`src/rtl/uart_dec_reader.sv`:
```
// Decimal keystroke reader: buffers digits, echoes accepted keys, converts on <Enter>.
// Define UART_DEC_READER_BACKSPACE_EN to enable backspace (0x08/0x7F) editing.
module uart_dec_reader #(
    parameter int MAX_DIGITS = 5,
    parameter int WIDTH      = 16
) (
    input  logic             clk,
    input  logic             rst,
    input  logic             start,
    input  logic             rx_valid,
    input  logic [7:0]       rx_byte,
    input  logic             echo_ready,
    output logic             echo_valid,
    output logic [7:0]       echo_byte,
    output logic             busy,
    output logic [2:0]       digit_cnt,
    output logic             num_valid,
    output logic [WIDTH-1:0] num_value,
    output logic             num_ovf
);
    localparam int               ACC_W   = WIDTH + 4;
    localparam logic [ACC_W-1:0] ACC_MAX = {4'b0000, {WIDTH{1'b1}}};
    localparam logic [2:0]       MAX_CNT = 3'(MAX_DIGITS);

    typedef enum logic [2:0] {
        ST_IDLE    = 3'd0,
        ST_COLLECT = 3'd1,
        ST_ECHO    = 3'd2,
        ST_CONVERT = 3'd3,
        ST_DONE    = 3'd4
    } state_e;

    state_e           state_q;
    state_e           ret_q;
    logic [2:0]       cnt_q;
    logic [2:0]       idx_q;
    logic [3:0]       dig_q [MAX_DIGITS];
    logic [ACC_W-1:0] acc_q;
    logic             ovf_q;
    logic             echo_valid_q;
    logic [7:0]       echo_byte_q;
    logic             busy_q;
    logic             num_valid_q;
    logic [WIDTH-1:0] num_value_q;
    logic             num_ovf_q;
`ifdef UART_DEC_READER_BACKSPACE_EN
    logic [1:0]       bs_step_q;
`endif

    logic [2:0]       idx_rd_s;
    logic [ACC_W-1:0] acc_mul_s;
    logic [ACC_W-1:0] acc_next_s;
    logic             ovf_step_s;
    logic             is_digit_s;

    // One conversion step: acc*10 + digit, saturated to the result range.
    always_comb begin
        idx_rd_s   = (idx_q < MAX_CNT) ? idx_q : 3'd0;
        acc_mul_s  = acc_q * ACC_W'(4'd10) + ACC_W'(dig_q[idx_rd_s]);
        is_digit_s = (rx_byte >= 8'h30) && (rx_byte <= 8'h39);
        if (acc_mul_s > ACC_MAX) begin
            acc_next_s = ACC_MAX;
            ovf_step_s = 1'b1;
        end else begin
            acc_next_s = acc_mul_s;
            ovf_step_s = 1'b0;
        end
    end

    // Control FSM with all outputs registered.
    always_ff @(posedge clk or posedge rst) begin
        if (rst) begin
            state_q      <= ST_IDLE;
            ret_q        <= ST_IDLE;
            cnt_q        <= 3'd0;
            idx_q        <= 3'd0;
            acc_q        <= {ACC_W{1'b0}};
            ovf_q        <= 1'b0;
            echo_valid_q <= 1'b0;
            echo_byte_q  <= 8'h00;
            busy_q       <= 1'b0;
            num_valid_q  <= 1'b0;
            num_value_q  <= {WIDTH{1'b0}};
            num_ovf_q    <= 1'b0;
            for (int i = 0; i < MAX_DIGITS; i++) dig_q[i] <= 4'd0;
`ifdef UART_DEC_READER_BACKSPACE_EN
            bs_step_q    <= 2'd0;
`endif
        end else begin
            num_valid_q <= 1'b0;
            case (state_q)
                ST_IDLE: begin
                    if (start) begin
                        state_q     <= ST_COLLECT;
                        busy_q      <= 1'b1;
                        cnt_q       <= 3'd0;
                        num_value_q <= {WIDTH{1'b0}};
                        num_ovf_q   <= 1'b0;
                    end
                end
                ST_COLLECT: begin
                    if (rx_valid) begin
                        if (is_digit_s) begin
                            if (cnt_q < MAX_CNT) begin
                                dig_q[cnt_q] <= rx_byte[3:0];
                                cnt_q        <= cnt_q + 3'd1;
                                echo_byte_q  <= rx_byte;
                                echo_valid_q <= 1'b1;
                                ret_q        <= ST_COLLECT;
                                state_q      <= ST_ECHO;
                            end
                        end else if (rx_byte == 8'h0D) begin
                            echo_byte_q  <= 8'h0D;
                            echo_valid_q <= 1'b1;
                            ret_q        <= ST_CONVERT;
                            state_q      <= ST_ECHO;
                        end
`ifdef UART_DEC_READER_BACKSPACE_EN
                        else if (((rx_byte == 8'h08) || (rx_byte == 8'h7F)) && (cnt_q != 3'd0)) begin
                            cnt_q        <= cnt_q - 3'd1;
                            echo_byte_q  <= 8'h08;
                            echo_valid_q <= 1'b1;
                            bs_step_q    <= 2'd1;
                            ret_q        <= ST_COLLECT;
                            state_q      <= ST_ECHO;
                        end
`endif
                    end
                end
                ST_ECHO: begin
                    if (echo_ready) begin
`ifdef UART_DEC_READER_BACKSPACE_EN
                        // Erase sequence: backspace, space, backspace.
                        if (bs_step_q == 2'd1) begin
                            echo_byte_q <= 8'h20;
                            bs_step_q   <= 2'd2;
                        end else if (bs_step_q == 2'd2) begin
                            echo_byte_q <= 8'h08;
                            bs_step_q   <= 2'd0;
                        end else
`endif
                        begin
                            echo_valid_q <= 1'b0;
                            state_q      <= ret_q;
                            acc_q        <= {ACC_W{1'b0}};
                            idx_q        <= 3'd0;
                            ovf_q        <= 1'b0;
                        end
                    end
                end
                ST_CONVERT: begin
                    if (idx_q == cnt_q) begin
                        state_q     <= ST_DONE;
                        num_valid_q <= 1'b1;
                        num_value_q <= acc_q[WIDTH-1:0];
                        num_ovf_q   <= ovf_q;
                    end else begin
                        acc_q <= acc_next_s;
                        ovf_q <= ovf_q | ovf_step_s;
                        idx_q <= idx_q + 3'd1;
                    end
                end
                ST_DONE: begin
                    state_q <= ST_IDLE;
                    busy_q  <= 1'b0;
                end
                default: begin
                    state_q      <= ST_IDLE;
                    busy_q       <= 1'b0;
                    echo_valid_q <= 1'b0;
                end
            endcase
        end
    end

    assign echo_valid = echo_valid_q;
    assign echo_byte  = echo_byte_q;
    assign busy       = busy_q;
    assign digit_cnt  = cnt_q;
    assign num_valid  = num_valid_q;
    assign num_value  = num_value_q;
    assign num_ovf    = num_ovf_q;

endmodule

```
`config.mk`:
```
export PLATFORM = sky130hd
export DESIGN_NAME = uart_dec_reader
export DESIGN_NICKNAME = d
export VERILOG_FILES = /design/src/rtl/uart_dec_reader.sv
export SDC_FILE = /design/constraint.sdc
export NUM_CORES = 1
export LEC_CHECK = 0
export ABC_AREA = 1
export BUFFER_PORTS_ARGS = -buffer_cell sky130_fd_sc_hd__buf_4
export CAP_MARGIN = 10
export CELL_PAD_IN_SITES_DETAIL_PLACEMENT = 1
export CELL_PAD_IN_SITES_GLOBAL_PLACEMENT = 2
export CORE_AREA = 2 2 132 134
export CTS_CLUSTER_DIAMETER = 30
export CTS_CLUSTER_SIZE = 10
export DETAILED_ROUTE_END_ITERATION = 10
export DIE_AREA = 0 0 134 136
export MAX_ROUTING_LAYER = met4
export PLACE_DENSITY = 0.87
export SYNTH_ARGS = -nofsm -noshare
export SYNTH_HDL_FRONTEND = slang
export SYNTH_SLANG_ARGS = --single-unit
```
`constraint.sdc`:
```
create_clock -name clk -period 3.07 [get_ports clk]
set_clock_uncertainty 0.1 [all_clocks]
set_input_delay 0.307 -clock clk [delete_from_list [all_inputs] [get_ports clk]]
set_output_delay 0.307 -clock clk [all_outputs]
set_load 0.02 [all_outputs]
```
==> results.ini <==
[run_status]
status=finished, violations left
failed_checks=negative setup slack

[pwr]
pwr-share-seq=0.194
power.internal_uw=4300
clock_power_share=0.128
comb_power_share=0.679
ir_drop_mv=0.419
power_switching_share=0.500
switchingPower_uw=4310
p_leak_uw=0.00377
p_per_area_nw_per_um2=1210

[worst_setup_path]
r2r_start=idx_q[0]$_DFFE_PP0P_
worstPathMaxFanout=5
path_buf_inv=2
max_stage_delay_ps=430
crit_top_cell=nand2_1
crit_family=simple AND/OR/NAND/NOR gates
path_class=reg2reg
worstPathRequired_ps=3200
end_kind=register
arrival_ps=3580
crit_start=idx_q[0]$_DFFE_PP0P_
cp_slowest_cell=dfrtp_2
worstSetupStartpointType=register

[clock_tree]
h-tree-depth=3
clock_sinks=79
cts_tree=done
clock_latency_ps=340
clockRootBuffer=clkbuf_16
clock_path_buffers=2
clk_pin_slew_ps=60
cts_buffers=9

[timing]
fin_crit_ps=3450
timing.final.ws_setup_ps=-380
finalCritPeriodShare=1.12
relSlewSlack=0.563
slew_violations=0
finalHoldViolCount=0
worst_pin_slew_ps=647
finalSetupViolations=17
hold_ws_ps=118
rsz0062_at_grt=yes
fmax_mhz=290

[min_path]
worstHoldStart=rx_byte[1]
hold_path_class=in2reg

[synth]
synthCells=727
synth_top_area_share=0.374
yosysWarnings=0
synth_seq_cells=79
syn_avg_cell_area_um2=7.27
async_flop_share=1.00
synthTopCellsByArea=dfrtp_1 37%, nand2_1 17%, ha_1 8.5%
yosysUniqueCellTypes=45
ys_seq_area_frac=0.374
syn_area_um2=5290
yosys.area.top_type=dfrtp_1
syn_nets=778
ys.flop_type=dfrtp_1
synth_edf_count=0

[routing]
wl_um=17700
antenna_left=0
wire_per_inst_um=16.2
routed-via-count=5367
dr.pass1.iters=5
drcViolationCount=0
drt_iter0_drc=255
viasPerCell=4.91

[floorplanning]
die_h_um=136
rows=48
die_x_um=134
core-area_um2=16900
io_pins=44
die_area_um2=18200
start_util=0.313

[placement]
dp_hpwl_um=12200
dp_slack_ps=-351
port-buffer-count=43
place.gp.congestion=0.813

[global_routing]
antenna_found_initial=2
use_met1=0.227
grt_use_met3=0.0406
grt-ovfl-total=0
grt_max_degree=80
busiest_layer=met2
grt_pass1_vias=5565
grt_util_all_layers=0.200
grt_pass1_wl_um=28000
grt_use_met2=0.347

[layout]
layout-drive-gt1-share=0.261
area_delta_synth_final_pct=34.2
nets=912

[job]
drv_cap=0

## per-layer routing
layer / vias up / part of all wire
met5: - / 0
met4: 0 / 0.026
met3: 27 / 0.027
met2: 86 / 0.53
met1: 2628 / 0.42
li1: 2626 / -
## worst paths after layout
kind                                                  to  slack, ps  cells past startpoint
worst max-delay path               acc_q[10]$_DFFE_PP0P_       -380                     25
worst min-delay path            echo_byte[1]$_DFFE_PP0P_        120                      2
worst max register to register     acc_q[10]$_DFFE_PP0P_       -380                     25
worst min register to register      ret_q[0]$_DFFE_PP0P_        360                      2
max in group asynchronous           idx_q[0]$_DFFE_PP0P_       2000                      4
min in group asynchronous          acc_q[16]$_DFFE_PP0P_        510                      4
## placed cells by master, fill, tap and decap left out, types with 10 or more instances in the layout
cell type  instances
xor2_1            10
nand2_2           16
buf_4            124
nand3_2           15
nand3_1           68
dfrtp_1           78
inv_1             78
a21oi_1           16
nor2_1            50
ha_1              32
o21ai_0           27
nor2_4            11
nand2_1          231
## synth_stat cells, types with 2 or more instances
library cell  count
xnor2_1           6
inv_2             9
and2_1            2
nand2_2          15
dfrtp_1          79
o22ai_1           3
xor2_1           10
inv_1            80
nor2_8            2
o211ai_1          3
nand3_1          83
o31ai_1           2
buf_1             2
nor2_4            4
nand3_2           2
nor2_1           52
a21oi_1          16
nand3b_1          4
fa_1              2
nor3_1            4
o21ai_1           6
nand2_1         238
clkinv_1          2
clkbuf_1          6
a31oi_1           4
ha_1             36
nand4_1           4
o21ai_0          30
nor2_2            4
a22o_1            2
## cell families (layout without fill, tap and decap cells)
family          Yosys count  in the layout  synth area share
simple gates            419            423             0.351
buf+inv                 103            238            0.0776
flops                    79             79             0.374
compound gates           71             71            0.0762
fa+ha+maj                38             38            0.0928
xor+xnor                 16             16            0.0265
mux                       1              1           0.00189
other cells               0              2                 0
## flip-flops by register name, summed over array words and instances, names as in the netlist
signal      cells
echo_byte       8
echo_valid      1
busy            1
digit_cnt       3
state_q         3
ovf_q           1
num_ovf         1
acc_q          19
num_value      16
ret_q           2
idx_q           3
num_valid       1
dig_q          20
## power groups by stage
stage / combinational (uW) / clock (uW) / sequential (uW)
2_1_floorplan: 3110 / 0 / 1760
3_3_place_gp: 4870 / 0 / 1660
3_5_place_dp: 4990 / 0 / 1670
4_1_cts: 5530 / 1110 / 1660
5_1_grt: 6460 / 1150 / 1700
6_report: 5850 / 1100 / 1670
## what timing repair did
item                                    CTS  global route
buffers inserted                         22             7
pin swaps                                27            24
gates cloned                              3             1
hold buffers                              1             0
resized for setup                        26            25
endpoints found under the hold margin    79             0
endpoints found under the setup margin   17            17
## area by class of cell
cell class	instances	area, um2
clock buffer	11	243
multi-input combinational	549	3160
fill	2096	9780
sequential	79	1980
timing repair buffer	131	1030
tap	225	282
clock inverter	5	57.6
inverter	91	345
antenna	2	5.00
## stage by stage
stage / instance area (um2) / util / total power [uW] / TNS (ps) / instances
6_report: 7090 / 0.420 / 8610 / -5280 / 1093
5_1_grt: 7090 / 0.420 / 9310 / -9000 / 1093
2_1_floorplan: 5300 / - / 4870 / -16.9 / 727
4_1_cts: 6920 / 0.410 / 8300 / -5610 / 1083
3_3_place_gp: 6280 / 0.372 / 6520 / -3370 / 1041
3_5_place_dp: 6280 / 0.372 / 6660 / -5630 / 1041
Note: power is estimated with default switching activity, not from simulation.
